===== config.mk =====
export PLATFORM = sky130hd
export DESIGN_NAME = updown_button_ctrl
export DESIGN_NICKNAME = d
export VERILOG_FILES = /design/src/rtl/updown_button_ctrl.sv
export SDC_FILE = /design/constraint.sdc
export NUM_CORES = 1
export LEC_CHECK = 0
export BUFFER_PORTS_ARGS = -buffer_cell sky130_fd_sc_hd__buf_2
export CORE_MARGIN = 8
export CORE_UTILIZATION = 50
export CTS_CLUSTER_DIAMETER = 200
export DETAILED_ROUTE_END_ITERATION = 7
export GPL_TIMING_DRIVEN = 1
export PLACE_DENSITY_LB_ADDON = 0.15
export REMOVE_ABC_BUFFERS = 1
export SLEW_MARGIN = 20
export SYNTH_ARGS = -nofsm -noshare
export SYNTH_HDL_FRONTEND = slang
export SYNTH_SLANG_ARGS = --single-unit

===== constraint.sdc =====
create_clock -name clk -period 4.5 [get_ports clk]
set_input_delay 0.225 -clock clk [delete_from_list [all_inputs] [get_ports clk]]
set_output_delay 0.225 -clock clk [all_outputs]
set_load 0.05 [all_outputs]

===== src/rtl/updown_button_ctrl.sv =====
// Two-button front end for a 2-bit up/down saturating counter: sync, debounce,
// arbitration and single-cycle enable pulses with a direction bit.
//
// Ports:
//   clk       posedge clock
//   rst       synchronous active-high reset
//   btn_up    raw up button (async)
//   btn_down  raw down button (async)
//   enable    one-cycle command pulse to the counter
//   up_down   direction of the last pulse (1=up, 0=down)
//   held      high in HELD_UP, HELD_DOWN or WAIT_REL
//
// Optional feature macro: AUTO_REPEAT_EN (auto-repeat while a single button
// is held). Without it, exactly one pulse is issued per press.
module updown_button_ctrl #(
    parameter int DEBOUNCE_CYCLES = 1000,
    parameter int REPEAT_DELAY    = 50000,
    parameter int REPEAT_PERIOD   = 10000
) (
    input  logic clk,
    input  logic rst,
    input  logic btn_up,
    input  logic btn_down,
    output logic enable,
    output logic up_down,
    output logic held
);

    localparam int MAXV =
        (DEBOUNCE_CYCLES > REPEAT_DELAY)
            ? ((DEBOUNCE_CYCLES > REPEAT_PERIOD) ? DEBOUNCE_CYCLES : REPEAT_PERIOD)
            : ((REPEAT_DELAY > REPEAT_PERIOD) ? REPEAT_DELAY : REPEAT_PERIOD);
    localparam int CW = $clog2(MAXV) + 1;

    localparam logic [CW-1:0] DB_LAST = CW'(DEBOUNCE_CYCLES - 1);

    typedef enum logic [1:0] {
        IDLE,
        HELD_UP,
        HELD_DOWN,
        WAIT_REL
    } state_t;

    // Bit 0 = up button, bit 1 = down button.
    logic [1:0]    s1;
    logic [1:0]    s2;
    logic [1:0]    db;
    logic [1:0]    db_q;
    logic [CW-1:0] cnt [2];

    logic rise_up;
    logic rise_dn;
    logic db_up;
    logic db_dn;

    state_t state;
    state_t state_n;
    logic   start_pulse;
    logic   rep_fire;
    logic   enable_n;
    logic   up_down_n;

    // Synchroniser and per-button debounce counter. The counter only runs
    // while the synced level disagrees with the debounced one, so any
    // disagreement shorter than DEBOUNCE_CYCLES is forgotten.
    always_ff @(posedge clk) begin
        if (rst) begin
            s1     <= '0;
            s2     <= '0;
            db     <= '0;
            db_q   <= '0;
            cnt[0] <= '0;
            cnt[1] <= '0;
        end else begin
            s1   <= {btn_down, btn_up};
            s2   <= s1;
            db_q <= db;
            for (int i = 0; i < 2; i++) begin
                if (s2[i] == db[i]) begin
                    cnt[i] <= '0;
                end else if (cnt[i] == DB_LAST) begin
                    db[i]  <= s2[i];
                    cnt[i] <= '0;
                end else begin
                    cnt[i] <= cnt[i] + CW'(1);
                end
            end
        end
    end

    assign db_up   = db[0];
    assign db_dn   = db[1];
    assign rise_up = db[0] & ~db_q[0];
    assign rise_dn = db[1] & ~db_q[1];

    always_comb begin
        state_n     = state;
        start_pulse = 1'b0;
        up_down_n   = up_down;
        unique case (state)
            IDLE: begin
                if (rise_up && rise_dn) begin
                    state_n = WAIT_REL;
                end else if (rise_up && !db_dn) begin
                    state_n     = HELD_UP;
                    start_pulse = 1'b1;
                    up_down_n   = 1'b1;
                end else if (rise_dn && !db_up) begin
                    state_n     = HELD_DOWN;
                    start_pulse = 1'b1;
                    up_down_n   = 1'b0;
                end
            end
            HELD_UP: begin
                if (db_dn) begin
                    state_n = WAIT_REL;
                end else if (!db_up) begin
                    state_n = IDLE;
                end
            end
            HELD_DOWN: begin
                if (db_up) begin
                    state_n = WAIT_REL;
                end else if (!db_dn) begin
                    state_n = IDLE;
                end
            end
            WAIT_REL: begin
                if (!db_up && !db_dn) begin
                    state_n = IDLE;
                end
            end
            default: state_n = IDLE;
        endcase
    end

`ifdef AUTO_REPEAT_EN
    localparam logic [CW-1:0] RD_LAST = CW'(REPEAT_DELAY - 1);
    localparam logic [CW-1:0] RP_LAST = CW'(REPEAT_PERIOD - 1);

    // rep_phase=0: waiting out the initial delay; 1: periodic repeats.
    // The counter restarts at each pulse so it never needs to wrap.
    logic [CW-1:0] rep_cnt;
    logic [CW-1:0] rep_cnt_n;
    logic          rep_phase;
    logic          rep_phase_n;
    logic          stay_held;

    assign stay_held = (state == HELD_UP || state == HELD_DOWN)
                       && (state_n == state);

    always_comb begin
        rep_cnt_n   = '0;
        rep_phase_n = 1'b0;
        rep_fire    = 1'b0;
        if (stay_held) begin
            if (rep_cnt == (rep_phase ? RP_LAST : RD_LAST)) begin
                rep_fire    = 1'b1;
                rep_phase_n = 1'b1;
            end else begin
                rep_cnt_n   = rep_cnt + CW'(1);
                rep_phase_n = rep_phase;
            end
        end
    end

    always_ff @(posedge clk) begin
        if (rst) begin
            rep_cnt   <= '0;
            rep_phase <= 1'b0;
        end else begin
            rep_cnt   <= rep_cnt_n;
            rep_phase <= rep_phase_n;
        end
    end
`else
    assign rep_fire = 1'b0;
`endif

    assign enable_n = start_pulse | rep_fire;

    always_ff @(posedge clk) begin
        if (rst) begin
            state   <= IDLE;
            enable  <= 1'b0;
            up_down <= 1'b0;
        end else begin
            state   <= state_n;
            enable  <= enable_n;
            up_down <= up_down_n;
        end
    end

    assign held = (state != IDLE);

endmodule


Yosys cells after proc, flatten, opt, wreduce, memory -nomap -nowiden
Memories as Yosys holds them, arrays and structs flattened.
Cells that the tools add are included.
{ "word_totals": {"latch_bits": 0, "mem_count": 1, "output_inout_bits": 3, "ram_bits": 34, "romBits": 0, "inputBits": 4, "regBits": 12, "elab_cells": 93} }
{ "classes": {"n_lt_le_gt_ge": 0, "add_sub_neg": 2, "n_reduce_logical": 14, "n_mul": 0, "shift": 0, "n_mux": 43, "div": 0, "eq_ne": 11, "bitwise_logic": 14} }
{ "mem_list": {"columns": ["memory", "words", "width", "read_ports", "rd_clocked_by_memory_dff", "write_ports", "line_no", "source"], "rows": [
  ["cnt", 2, 17, 2, 0, 2, "49", "logic [CW-1:0] cnt [2];"]
]} }
{ "op_table": {"columns": ["cell", "count"], "rows": [
  ["two-way mux 17 bit", 6],
  ["adder 17 x 1 -> 17 bit, second input constant", 2],
  ["== test 17 x 10 -> 1 bit, second input constant", 2],
  ["two-way mux 1 bit", 28],
  ["two-way mux 2 bit", 8],
  ["case mux 2 bit (4 select lines)", 1],
  ["!= test 3 bit, second input constant", 2],
  ["inverter 1 bit", 6],
  ["OR 1 bit", 6],
  ["== test 2 bit, second input constant", 2],
  ["logical AND 1 bit", 4],
  ["!= test 4 bit, second input constant", 1],
  ["AND reduction 2 bit", 2],
  ["AND reduction 4 bit", 1],
  ["nonzero test 2 bit", 2],
  ["AND reduction 3 bit", 1],
  ["OR reduction 3 bit", 1],
  ["AND 1 bit", 2],
  ["== test 1 bit", 2],
  ["== test 2 x 1 -> 1 bit, second input constant", 1],
  ["zero test 1 bit", 2],
  ["zero test 2 bit", 1],
  ["!= test 2 bit, second input constant", 1]
]} }

Longest topological paths before layout
An unclocked memory read counts as a cell.
{ "depth": {"word_depth": 8, "ltp_mapped": 6, "ltp_nobuf": 5} }

Worst setup path before layout
OpenSTA, ideal clock, no wires.
{ "synth_path": {"path_type": "register to register", "from": "memory cnt[1][11] in the netlist's numbering", "to": "memory cnt[1][10] in the netlist's numbering, data pin", "synth_period_minus_slack_ns": 1.858, "path_stages_with_launch": 6, "slack_ns": 2.642, "path_buffers": 2, "setup_ns": 0.254, "t_arrival_ns": 1.604, "t_required_ns": 4.246, "path_cell_list": "edfxtp_1 buf_6 or3_4 o41ai_4 buf_6 nor2_1"} }
{ "synth_rtl": {"columns": ["element", "line_no"], "rows": [
  ["from (decl)", "49"]
]} }

==> impl_results.md <==
- YS warnings: 0
- Vias in the first global route: between 1,500 and 2,000
- Sw Pwr: 0.0002215 W
- Worst slew margin: 40.21%
- Die H: ~85 um
- Final setup fails: 0
- Synth Instances: around 230
- PD cells: 314.1 nW/um^2
- First-pass GRT wire length: 6.796 mm
- Clock Path Buffers: 2
- Clock power share: between 20% and 30%
- Avg Cell Area, Syn: 10.54 um^2
- WP data arrival: 2.20 ns
- Drt drc: 0
- CTS clk-pin slew, worst paths: 0.08 ns
- Clock Skews: between 0.008 and 0.009 ns
- Post-Route WL: 3.760 mm
- Grt total ovfl: 0
- Post-synth EDFFs: 34
- Rows: 25
- Cell with the most instances after synthesis: nor2_1
- Ports: 7
- CP startpoint kind: flip-flop
- Layout cells sized above 1: a little under 8%
- Combinational share of power: 11.5%
- WHS Path Cells: 2
- Die ar.: about 7300 um^2
- Syn Std Cell Area: 2414 um^2
- Seq pwr share: 59.3%
- Routability cong.: 0.7530
- Min-delay worst type: in2reg
- Largest net degree at the start of global routing: 18
- Pre-antenna DRT Iters: 4
- Unrepaired setup endpoints after global routing: false
- Skew-Pair Late Insertion Delay: about 0.29 ns
- Max FO, Critical Path: 17
- Worst Tran Pin Value: 0.8938 ns
- Final max-slew violation count: 0
- Wire per inst: approximately 12 um
- Setup bufs post-CTS: 0
- Internal power: 0.0006211 W
- Most used DFF post-synth: edfxtp_1
- Crit end category: flip-flop
- CTS buffer count: 5
- Vias per cell: 5.127
- Top post-synthesis cells by area: edfxtp_1, dfxtp_1, xnor2_1, nor2_1, nor4_1
- ANT nets after route: 0
- Distinct cell type count after synthesis: 39
- R2R depth: 3
- Area leader, netlist: edfxtp_1
- Post-CTS sizing: 0
- IO Port Bufs: 6
- Max Fclk: 456.4 MHz
- Outcome: finished, final reports clean
- Fin. Hold Viols: 0
- Global Route Usage Sum: 11.24%
- Switch share: roughly a quarter
- Leakage: just over 0.9 nW
- Yosys top cell area share: 42.30%
- Setup slack, reg-to-reg: 2.31 ns
- Final nets: about 280
- Core Util, Final: between 50% and 60%
- Peak supply drop: 202.6 uV
- # H-tree levels: 2
- Via count: ~1,700
- Area grow syn2layout: 11.15%
- Register area share after synthesis: about 52%
- Detailed Place HPWL: 2.670 mm
- Post-Route Setup TNS: 0 ns
- Most frequent cells after synthesis: nor2_1, edfxtp_1, xnor2_1
- Initial drt markers: 73
- Final period util: 48.69%
- Setup CP Type: reg2reg
- # diodes: 0
- Worst Path Required: approximately 4.5 ns
- Antenna violations before repair: 0
- Die X: 85.48 um
- Clock root buffer: clkbuf_8
- Time the worst path needs with I/O delays and setup: around 2.2 ns
- Core region area: 4692 um^2
- Hold-fix buffers, CTS: 0
- CTS sink count: 46
- Post-synthesis register bit count: 46
- Ys async rst share: 0%
- Max-Cap Viols: 0
- CTS tree: built
- Initial core utilization: 51.44%
cell usage in the layout, fill, tap and decap left out, types with 2 or more instances in the layout:
master and instances:
and3_1 4, nand4_1 9, edfxtp_1 34, inv_1 7, nand2b_1 2, nand2_1 12, o41ai_4 2, or3_1 2
clkbuf_8 5, nor2_1 40, xor2_1 6, ha_1 2, nand3_1 8, buf_2 6, xnor2_1 23, or4_1 2
mux2_2 2, dfxtp_1 12, o31ai_1 3, o21ai_0 4, nor2b_1 7, conb_1 34, nor3_1 10, nor4_1 13
a21oi_1 6
registers in the layout, indices dropped and copies added, names as in the netlist:
signal and count:
up_down 1, enable 1, cnt 34, db_q 2, db 2, s1 2
s2 2, state 2
cell type report:
| class | count | area [um^2] |
|---|---|---|
| fill | 414 | 2009 |
| multi-input combinational | 203 | 1207 |
| clock buffer | 5 | 68.82 |
| clock inverter | 3 | 21.27 |
| timing repair buffer | 6 | 30.03 |
| sequential | 46 | 1261 |
| inverter | 7 | 26.28 |
| tap | 54 | 67.56 |
power by group through the flow:
stage | combinational, W | sequential [W] | clock, W
global route | 0.000107 | 0.000504 | 0.000270
finish | 0.0000969 | 0.000499 | 0.000246
global placement | 0.0000962 | 0.000508 | 0
detailed placement | 0.0000969 | 0.000509 | 0
floorplan | 0.0000800 | 0.000503 | 0
CTS | 0.0000972 | 0.000499 | 0.000256
cells by family after synthesis:
family          share of synthesized area, %
simple gates                           24.73
flops                                  52.26
xor+xnor                               10.52
compound gates                         7.102
buf+inv                                2.851
mux                                    1.348
fa+ha+maj                              1.037
other cells                           0.1554
critical path: stages, from the launching register on:
cell	delay (ns)
edfxtp_1	0.50
or3_4	0.43
o41ai_4	0.86
nor2_1	0.13
worst paths after layout:
path                    from    endpoint
setup / recovery  cnt[1][11]  cnt[1][10]
hold / removal      btn_down       s1[1]
setup reg to reg  cnt[1][11]  cnt[1][10]
hold reg to reg        s1[1]       s2[1]
metal layers:
metal  wire length (um)  global-route usage [%]  share of wire, %
met5                  0                       0                 0
met4                 31                   3.822              0.82
met3                 91                   2.606               2.4
met2               1692                   17.49                45
met1               1945                   14.88                52
metrics by stage:
| stage | hold WS (ns) | setup slack [ns] | std cells | cell area (um^2) | power (W) |
|---|---|---|---|---|---|
| floorplan | 0.2966 | 2.583 | 256 | 2495 | 0.0005831 |
| global placement | 0.4166 | 2.323 | 316 | 2592 | 0.0006044 |
| detailed placement | 0.4276 | 2.294 | 316 | 2592 | 0.0006059 |
| CTS | 0.1363 | 2.285 | 324 | 2683 | 0.0008523 |
| global route | 0.1573 | 2.148 | 324 | 2683 | 0.0008813 |
| finish | 0.1435 | 2.309 | 324 | 2683 | 0.0008426 |
No activity file was read; power rests on OpenSTA's default activity.
